$ cat config.mk
export PLATFORM = sky130hd
export DESIGN_NAME = sram_arbiter
export DESIGN_NICKNAME = d
export VERILOG_FILES = /design/src/rtl/sram_arbiter.sv
export SDC_FILE = /design/constraint.sdc
export NUM_CORES = 1
export LEC_CHECK = 0
export ABC_AREA = 1
export BUFFER_PORTS_ARGS = -buffer_cell sky130_fd_sc_hd__buf_2
export CELL_PAD_IN_SITES_DETAIL_PLACEMENT = 1
export CELL_PAD_IN_SITES_GLOBAL_PLACEMENT = 1
export CORE_ASPECT_RATIO = 0.7
export CORE_MARGIN = 2
export CORE_UTILIZATION = 25
export CTS_BUF_LIST = sky130_fd_sc_hd__clkbuf_8
export CTS_CLUSTER_SIZE = 8
export DETAILED_ROUTE_END_ITERATION = 8
export GPL_ROUTABILITY_DRIVEN = 0
export PLACE_DENSITY_LB_ADDON = 0.1
export SLEW_MARGIN = 0
export SYNTH_ARGS = -nofsm -noshare
export SYNTH_HDL_FRONTEND = slang
export SYNTH_SLANG_ARGS = --single-unit
$ cat constraint.sdc
create_clock -name CLK -period 2.6 [get_ports CLK]
set_clock_uncertainty 0.05 [all_clocks]
set_input_delay 0.13 -clock CLK [delete_from_list [all_inputs] [get_ports CLK]]
set_output_delay 0.13 -clock CLK [all_outputs]
set_load 0.05 [all_outputs]
$ cat src/rtl/sram_arbiter.sv
// rtl/sram_arbiter.sv - CPU/GPU arbiter and SETUP/ACCESS/HOLD sequencer for a 16-bit async SRAM (option macro: SRAM_ARB_RR_EN)
module sram_arbiter #(
   parameter int unsigned WAIT_CYCLES = 1
) (
   input  logic        CLK,
   input  logic        RST_N,
   input  logic        cpu_req,
   input  logic        cpu_write,
   input  logic [15:0] cpu_addr,
   input  logic [15:0] cpu_wdata,
   input  logic [1:0]  cpu_be,
   output logic        cpu_ack,
   output logic [15:0] cpu_rdata,
   input  logic        gpu_req,
   input  logic        gpu_write,
   input  logic [15:0] gpu_addr,
   input  logic [15:0] gpu_wdata,
   input  logic [1:0]  gpu_be,
   output logic        gpu_ack,
   output logic [15:0] gpu_rdata,
   output logic        CE,
   output logic        OE,
   output logic        WR,
   output logic        UB,
   output logic        LB,
   output logic [15:0] A,
   output logic [15:0] D_out,
   output logic        D_oe,
   input  logic [15:0] D_in,
   output logic        busy
);

   typedef enum logic [1:0] {S_IDLE, S_SETUP, S_ACCESS, S_HOLD} state_t;

   localparam logic [3:0] WAIT_LOAD = 4'(WAIT_CYCLES - 1);

   state_t      state, next_state;
   logic [3:0]  wait_cnt;
   logic        any_req, win_id;
   logic        lat_id, lat_write;
   logic [15:0] lat_addr, lat_wdata;
   logic [1:0]  lat_be;
   logic        sel_write;
   logic [15:0] sel_addr, sel_wdata;
   logic [1:0]  sel_be;
   logic        ce_d, oe_d, wr_d, ub_d, lb_d, doe_d, cpu_ack_d, gpu_ack_d;
   logic [15:0] a_d, dout_d;

   assign any_req = cpu_req | gpu_req;
   assign busy    = (state != S_IDLE);

`ifdef SRAM_ARB_RR_EN
   logic last_gpu;

   // On a tie the requester that was not granted last wins
   always_comb begin
      win_id = gpu_req & ~cpu_req;
      if (cpu_req && gpu_req) win_id = ~last_gpu;
   end

   // Remember who was granted last; reset points at the GPU so the CPU wins the first tie
   always_ff @(posedge CLK or negedge RST_N) begin
      if (!RST_N)                          last_gpu <= 1'b1;
      else if (state == S_IDLE && any_req) last_gpu <= win_id;
   end
`else
   // Fixed priority: the CPU wins every tie
   assign win_id = gpu_req & ~cpu_req;
`endif

   // In IDLE the winner's live fields feed the output decode, afterwards the latched copy does
   always_comb begin
      sel_write = lat_write;
      sel_addr  = lat_addr;
      sel_wdata = lat_wdata;
      sel_be    = lat_be;
      if (state == S_IDLE) begin
         sel_write = win_id ? gpu_write : cpu_write;
         sel_addr  = win_id ? gpu_addr  : cpu_addr;
         sel_wdata = win_id ? gpu_wdata : cpu_wdata;
         sel_be    = win_id ? gpu_be    : cpu_be;
      end
   end

   // Capture the granted request; later changes on the request fields are ignored
   always_ff @(posedge CLK or negedge RST_N) begin
      if (!RST_N) begin
         lat_id    <= 1'b0;
         lat_write <= 1'b0;
         lat_addr  <= '0;
         lat_wdata <= '0;
         lat_be    <= '0;
      end else if (state == S_IDLE && any_req) begin
         lat_id    <= win_id;
         lat_write <= sel_write;
         lat_addr  <= sel_addr;
         lat_wdata <= sel_wdata;
         lat_be    <= sel_be;
      end
   end

   // State register
   always_ff @(posedge CLK or negedge RST_N) begin
      if (!RST_N) state <= S_IDLE;
      else        state <= next_state;
   end

   // Access-length counter, loaded in SETUP and counted down through ACCESS
   always_ff @(posedge CLK or negedge RST_N) begin
      if (!RST_N)                                       wait_cnt <= '0;
      else if (state == S_SETUP)                        wait_cnt <= WAIT_LOAD;
      else if (state == S_ACCESS && wait_cnt != 4'd0)   wait_cnt <= wait_cnt - 4'd1;
   end

   // Next-state logic
   always_comb begin
      next_state = state;
      case (state)
         S_IDLE:   if (any_req) next_state = S_SETUP;
         S_SETUP:  next_state = S_ACCESS;
         S_ACCESS: if (wait_cnt == 4'd0) next_state = S_HOLD;
         S_HOLD:   next_state = S_IDLE;
         default:  next_state = S_IDLE;
      endcase
   end

   // Output decode of the state being entered, so the pins change exactly on the state edge
   always_comb begin
      ce_d      = 1'b1;
      oe_d      = 1'b1;
      wr_d      = 1'b1;
      ub_d      = 1'b1;
      lb_d      = 1'b1;
      doe_d     = 1'b0;
      a_d       = A;
      dout_d    = D_out;
      cpu_ack_d = 1'b0;
      gpu_ack_d = 1'b0;
      if (next_state != S_IDLE) begin
         ce_d  = 1'b0;
         a_d   = sel_addr;
         ub_d  = ~sel_be[1];
         lb_d  = ~sel_be[0];
         doe_d = sel_write;
         if (sel_write) dout_d = sel_wdata;
      end
      if (next_state == S_SETUP || next_state == S_ACCESS) oe_d = sel_write;
      if (next_state == S_ACCESS) wr_d = ~sel_write;
      if (next_state == S_HOLD) begin
         cpu_ack_d = ~lat_id;
         gpu_ack_d = lat_id;
      end
   end

   // Registered SRAM pins and acknowledges
   always_ff @(posedge CLK or negedge RST_N) begin
      if (!RST_N) begin
         CE      <= 1'b1;
         OE      <= 1'b1;
         WR      <= 1'b1;
         UB      <= 1'b1;
         LB      <= 1'b1;
         D_oe    <= 1'b0;
         A       <= '0;
         D_out   <= '0;
         cpu_ack <= 1'b0;
         gpu_ack <= 1'b0;
      end else begin
         CE      <= ce_d;
         OE      <= oe_d;
         WR      <= wr_d;
         UB      <= ub_d;
         LB      <= lb_d;
         D_oe    <= doe_d;
         A       <= a_d;
         D_out   <= dout_d;
         cpu_ack <= cpu_ack_d;
         gpu_ack <= gpu_ack_d;
      end
   end

   // Sample read data on the last ACCESS cycle into the granted requester only, disabled lanes zeroed
   always_ff @(posedge CLK or negedge RST_N) begin
      if (!RST_N) begin
         cpu_rdata <= '0;
         gpu_rdata <= '0;
      end else if (state == S_ACCESS && wait_cnt == 4'd0 && !lat_write) begin
         if (lat_id) gpu_rdata <= D_in & {{8{lat_be[1]}}, {8{lat_be[0]}}};
         else        cpu_rdata <= D_in & {{8{lat_be[1]}}, {8{lat_be[0]}}};
      end
   end

endmodule

# After elaboration in Yosys (flattened, before gate mapping)
# Index checks and enable logic that the tools add are counted.
[word_totals]
output_inout_bits = 73
in_bits = 90
reg_bits = 114
[op_classes]
bitwise = 8
n_reduce_logical = 15
eq_ne = 6
add_sub_neg = 1
n_mux = 21
[op_table]
columns = ["cell", "n"]
rows = [
  ["16-bit 2-to-1 mux", 4],
  ["16-bit bitwise AND", 1],
  ["1-bit 2-to-1 mux", 10],
  ["2-bit == test, second input constant", 4],
  ["2-bit 2-to-1 mux", 4],
  ["4-bit 2-to-1 mux", 2],
  ["2-bit case mux with 4 select lines", 1],
  ["2-bit AND reduction", 3],
  ["2-bit nonzero test", 3],
  ["1-bit inverter", 5],
  ["2-bit by 1-bit == test with 1-bit output, second input constant", 2],
  ["1-bit logical AND", 4],
  ["4-bit logical NOT", 1],
  ["4-bit nonzero test", 1],
  ["4-bit by 1-bit subtractor with 4-bit output, second input constant", 1],
  ["2-bit logical NOT", 1],
  ["1-bit bitwise AND", 1],
  ["1-bit logical NOT", 1],
  ["1-bit logical OR", 1],
  ["1-bit OR", 1],
]

# Logic depth before layout (Yosys ltp)
[logic_depth]
word_depth = 6
depth_mapped = 12
ltp_nobuf = 10

# Worst setup path before layout
# OpenSTA, ideal clock, no wires.
[synth_path]
path_type = "flip-flop to flip-flop"
startpoint = "register state[0]"
endpoint = "register A[10]"
path_slack_ps = 631
arrival_ps = 1841
stages_incl_launch_ff = 12
setup_ps = 77
n_path_buf = 2
path_cell_list = "dfrtp_1 inv_1 ha_1 nand4_1 nand2_1 nand2_1 ha_1 buf_2 inv_2 clkbuf_1 nor2_1 a21oi_1"
[synth_between]
elab_chain_len = 3
word_cells_on_any_way = 9
[synth_lines]
columns = ["item", "line", "text"]
rows = [
  ["start, declared", "37", "state_t state, next_state;"],
  ["start signal, assigned", "105", "else state <= next_state;"],
  ["2-bit == test, or another cell as far along", "118", "case (state)"],
  ["2-bit case mux with 4 select lines", "118", ""],
  ["2-bit nonzero test", "139", "if (next_state != S_IDLE) begin"],
  ["end signal, assigned", "164", "A <= '0;"],
  ["end signal, assigned", "175", "A <= a_d;"],
  ["end, declared", "26", "output logic [15:0] A,"],
]
# Several ways; a longest one is shown, not always the timed one.
# A chain may end at the register's enable or synchronous reset.

# Final worst setup path
[layout_path]
startpoint = "register state[0]"
endpoint = "output port busy"
[layout_between]
elab_chain_len = 1
[layout_lines]
columns = ["item", "line", "text"]
rows = [
  ["2-bit nonzero test", "50", "assign busy = (state != S_IDLE);"],
  ["end, declared", "30", "output logic busy"],
]
# No other way between the ends.

==> metrics <==
Leak=between 3 and 4 nW; total number of yosys warnings=0; hpwl dp=11600 um; placed cells=~1000; Max-slew headroom=0.269; vias post-DR=between 4000 and 5000; Pins Over Slew Limit=0; largest net degree at the start of global routing=93; number of buffers created by CTS=17; fillers=about 2600; Sequential Power Share=0.293; WS Path Type=register to primary output; CTS tree=yes; net switching power=roughly 0.005 W; Rows=44; Final Non-Filler Cells=about 1100; Synth area leader=dfrtp_1; DRT Wirelength=16600 um; die width=between 150 and 200 um; worst-margin pin slew=1.09 ns; Final ANT Viol Nets=0; drt wl/cell=14.9 um; crit end category=primary output; setup violators final=0; largest stage delay on the critical path=a little under 0.5 ns; initial antenna violation count=0; post-route clock period utilization=0.920; Synth cell types=23; f_max=418 MHz; reg2reg setup slack=approximately 0.28 ns; core area=approximately 0.021 mm^2; Die ar.=about 0.022 mm^2; Mapped Avg Cell Area=8.24 um^2; setup TNS=0 ns; unrepaired setup endpoints after global routing=no; syn nets=around 740; CP Launch Type=register; vias in the first global route=approximately 5200; switching share of total power=0.506; Combinational Power Share=0.519; Skew-Pair Late Insertion Delay=approximately 0.43 ns; worst-case clock buffer depth=2; Layout Nets=927; most frequent cells in the layout=nand2_1, buf_2, dfrtp_1, o21ai_1, inv_1; Yosys reg bits=roughly 110; slowest CP cell=buf_4; status=finished clean; router iterations before antenna repair=4; max_cap viols=0; # DRC=0; hold path depth=5; synth top area cells=dfrtp_1, nand2_1, o21ai_1; Reg clk slew, reported paths=approximately 0.080 ns; DR iter-0 viols=about 250; worst vdd ir=roughly 0.43 mV; min cycle time layout=roughly 2.4 ns; post-synth top area share=0.519; CP Data Required Time=between 2 and 2.5 ns; GRT overflow=0; wire length of the first global-routing pass=26800 um; crit-path max FO=44; Worst Path Arrival=around 2.2 ns; Hold Crit Class=input pin to register; ratio of cells with drive above 1 in the final layout=0.263; commonest non-fill, non-tap cell in the layout=nand2_1; # diodes=0; port bufs=approximately 160; total power=just under 0.01 W; Final Hold Vio Count=0; internal power=around 0.0048 W; I/O pin count=163; worst-case reg-to-reg path depth=10; register area share after synthesis=0.544; Initial Utilization=0.254; CTS root buf=clkbuf_8; GRT Util Overall=0.155; Cell Pwr Density=approximately 1400 mW/mm^2; Sink Count=114; Die Y=~130 um; mapped cell area=approximately 0.0053 mm^2; H-Tree Depth=4; crit path cell chain=inv_1 -> ha_1 -> inv_2 -> buf_4 -> buf_2; DR vias/cell=about 4.4; cells after synthesis=638; Clock power frac=0.188; Layout area overhead=34.9%
sequential cells by signal, summed over array words and instances, names as in the netlist, 2 cells and up:
register / cells
state: 2
gpu_rdata: 16
lat_be: 2
lat_addr: 16
D_out: 16
A: 16
cpu_rdata: 16
lat_wdata: 16
wait_cnt: 4
final timing paths:
| path | from | to |
|---|---|---|
| max reg2reg | state[0] | D_out[15] |
| min reg2reg | D_out[3] | D_out[3] |
| max in group asynchronous | RST_N | OE |
| min in group asynchronous | RST_N | lat_addr[6] |
| min | cpu_wdata[6] | lat_wdata[6] |
| max | state[0] | busy |
through the flow:
step,cell area [um^2],utilization,worst slack [ns],hold WS (ns)
global route,7100,0.343,0.0210,0.0448
CTS,7100,0.343,0.153,0.000367
global placement,6310,0.305,0.367,0.00192
floorplan,5260,-,0.631,-0.216
detailed placement,6310,0.305,0.279,0.0106
finish,7100,0.343,0.208,0.0337
layout make-up:
cell class              instances  area, um^2  area share
flip-flops and latches        114        2860       0.403
multi-input cells             417        1940       0.273
repair buffers                208        1260       0.177
well taps                     276         345      0.0487
inverters                      69         259      0.0365
clock buffers                  18         248      0.0349
clock inverters                14         188      0.0264
cell usage after synthesis:
cell type,instances
a21oi_1,51
buf_1,3
buf_2,24
buf_4,4
buf_6,2
clkbuf_1,5
dfrtp_1,109
dfstp_2,5
ha_1,10
inv_1,63
inv_2,6
nand2_1,181
nand2_2,1
nand2_4,3
nand3_1,54
nand3_2,1
nand4_1,1
nor2_1,22
nor3_1,1
o21ai_0,18
o21ai_1,72
or2_1,1
xor2_1,1
layer usage:
layer | GRT usage | up-vias | wire (um)
met2 | 0.234 | 94 | 7370
met5 | 0 | - | 0
met3 | 0.0350 | 13 | 659
met1 | 0.222 | 2363 | 8410
met4 | 0.0473 | 0 | 157
li1 | - | 2422 | -
power by group through the flow:
stage	Combinational [W]	Sequential (W)	Clock, W
after global placement	0.00497	0.00289	0
final	0.00506	0.00286	0.00183
after detailed placement	0.00508	0.00290	0
after global routing	0.00558	0.00295	0.00198
after floorplan	0.00218	0.00440	0
after CTS	0.00514	0.00287	0.00190
worst max-delay path: cells and delay by family (launching register included):
| kind | cells | cell delay (ns) |
|---|---|---|
| buffers and inverters | 4 | 1.15 |
| flip-flops | 1 | 0.38 |
| adder cells (fa/ha/maj) | 1 | 0.24 |
kinds of logic (layout without fill, tap and decap cells):
family / Yosys count / count (layout) / synth area share
compound gates: 141 / 141 / 0.134
xor+xnor: 1 / 1 / 0.00167
fa+ha+maj: 10 / 10 / 0.0238
buf+inv: 107 / 309 / 0.0878
flops: 114 / 114 / 0.544
simple gates: 265 / 265 / 0.209
repair_timing:
| action | 4_1_cts | 5_1_grt |
|---|---|---|
| hold buffers | 35 | 0 |
| buffers inserted | 0 | 0 |
| hold endpoints to repair | 95 | 0 |
| gates resized for setup | 0 | 0 |
Note: power is estimated with default switching activity, not from simulation.
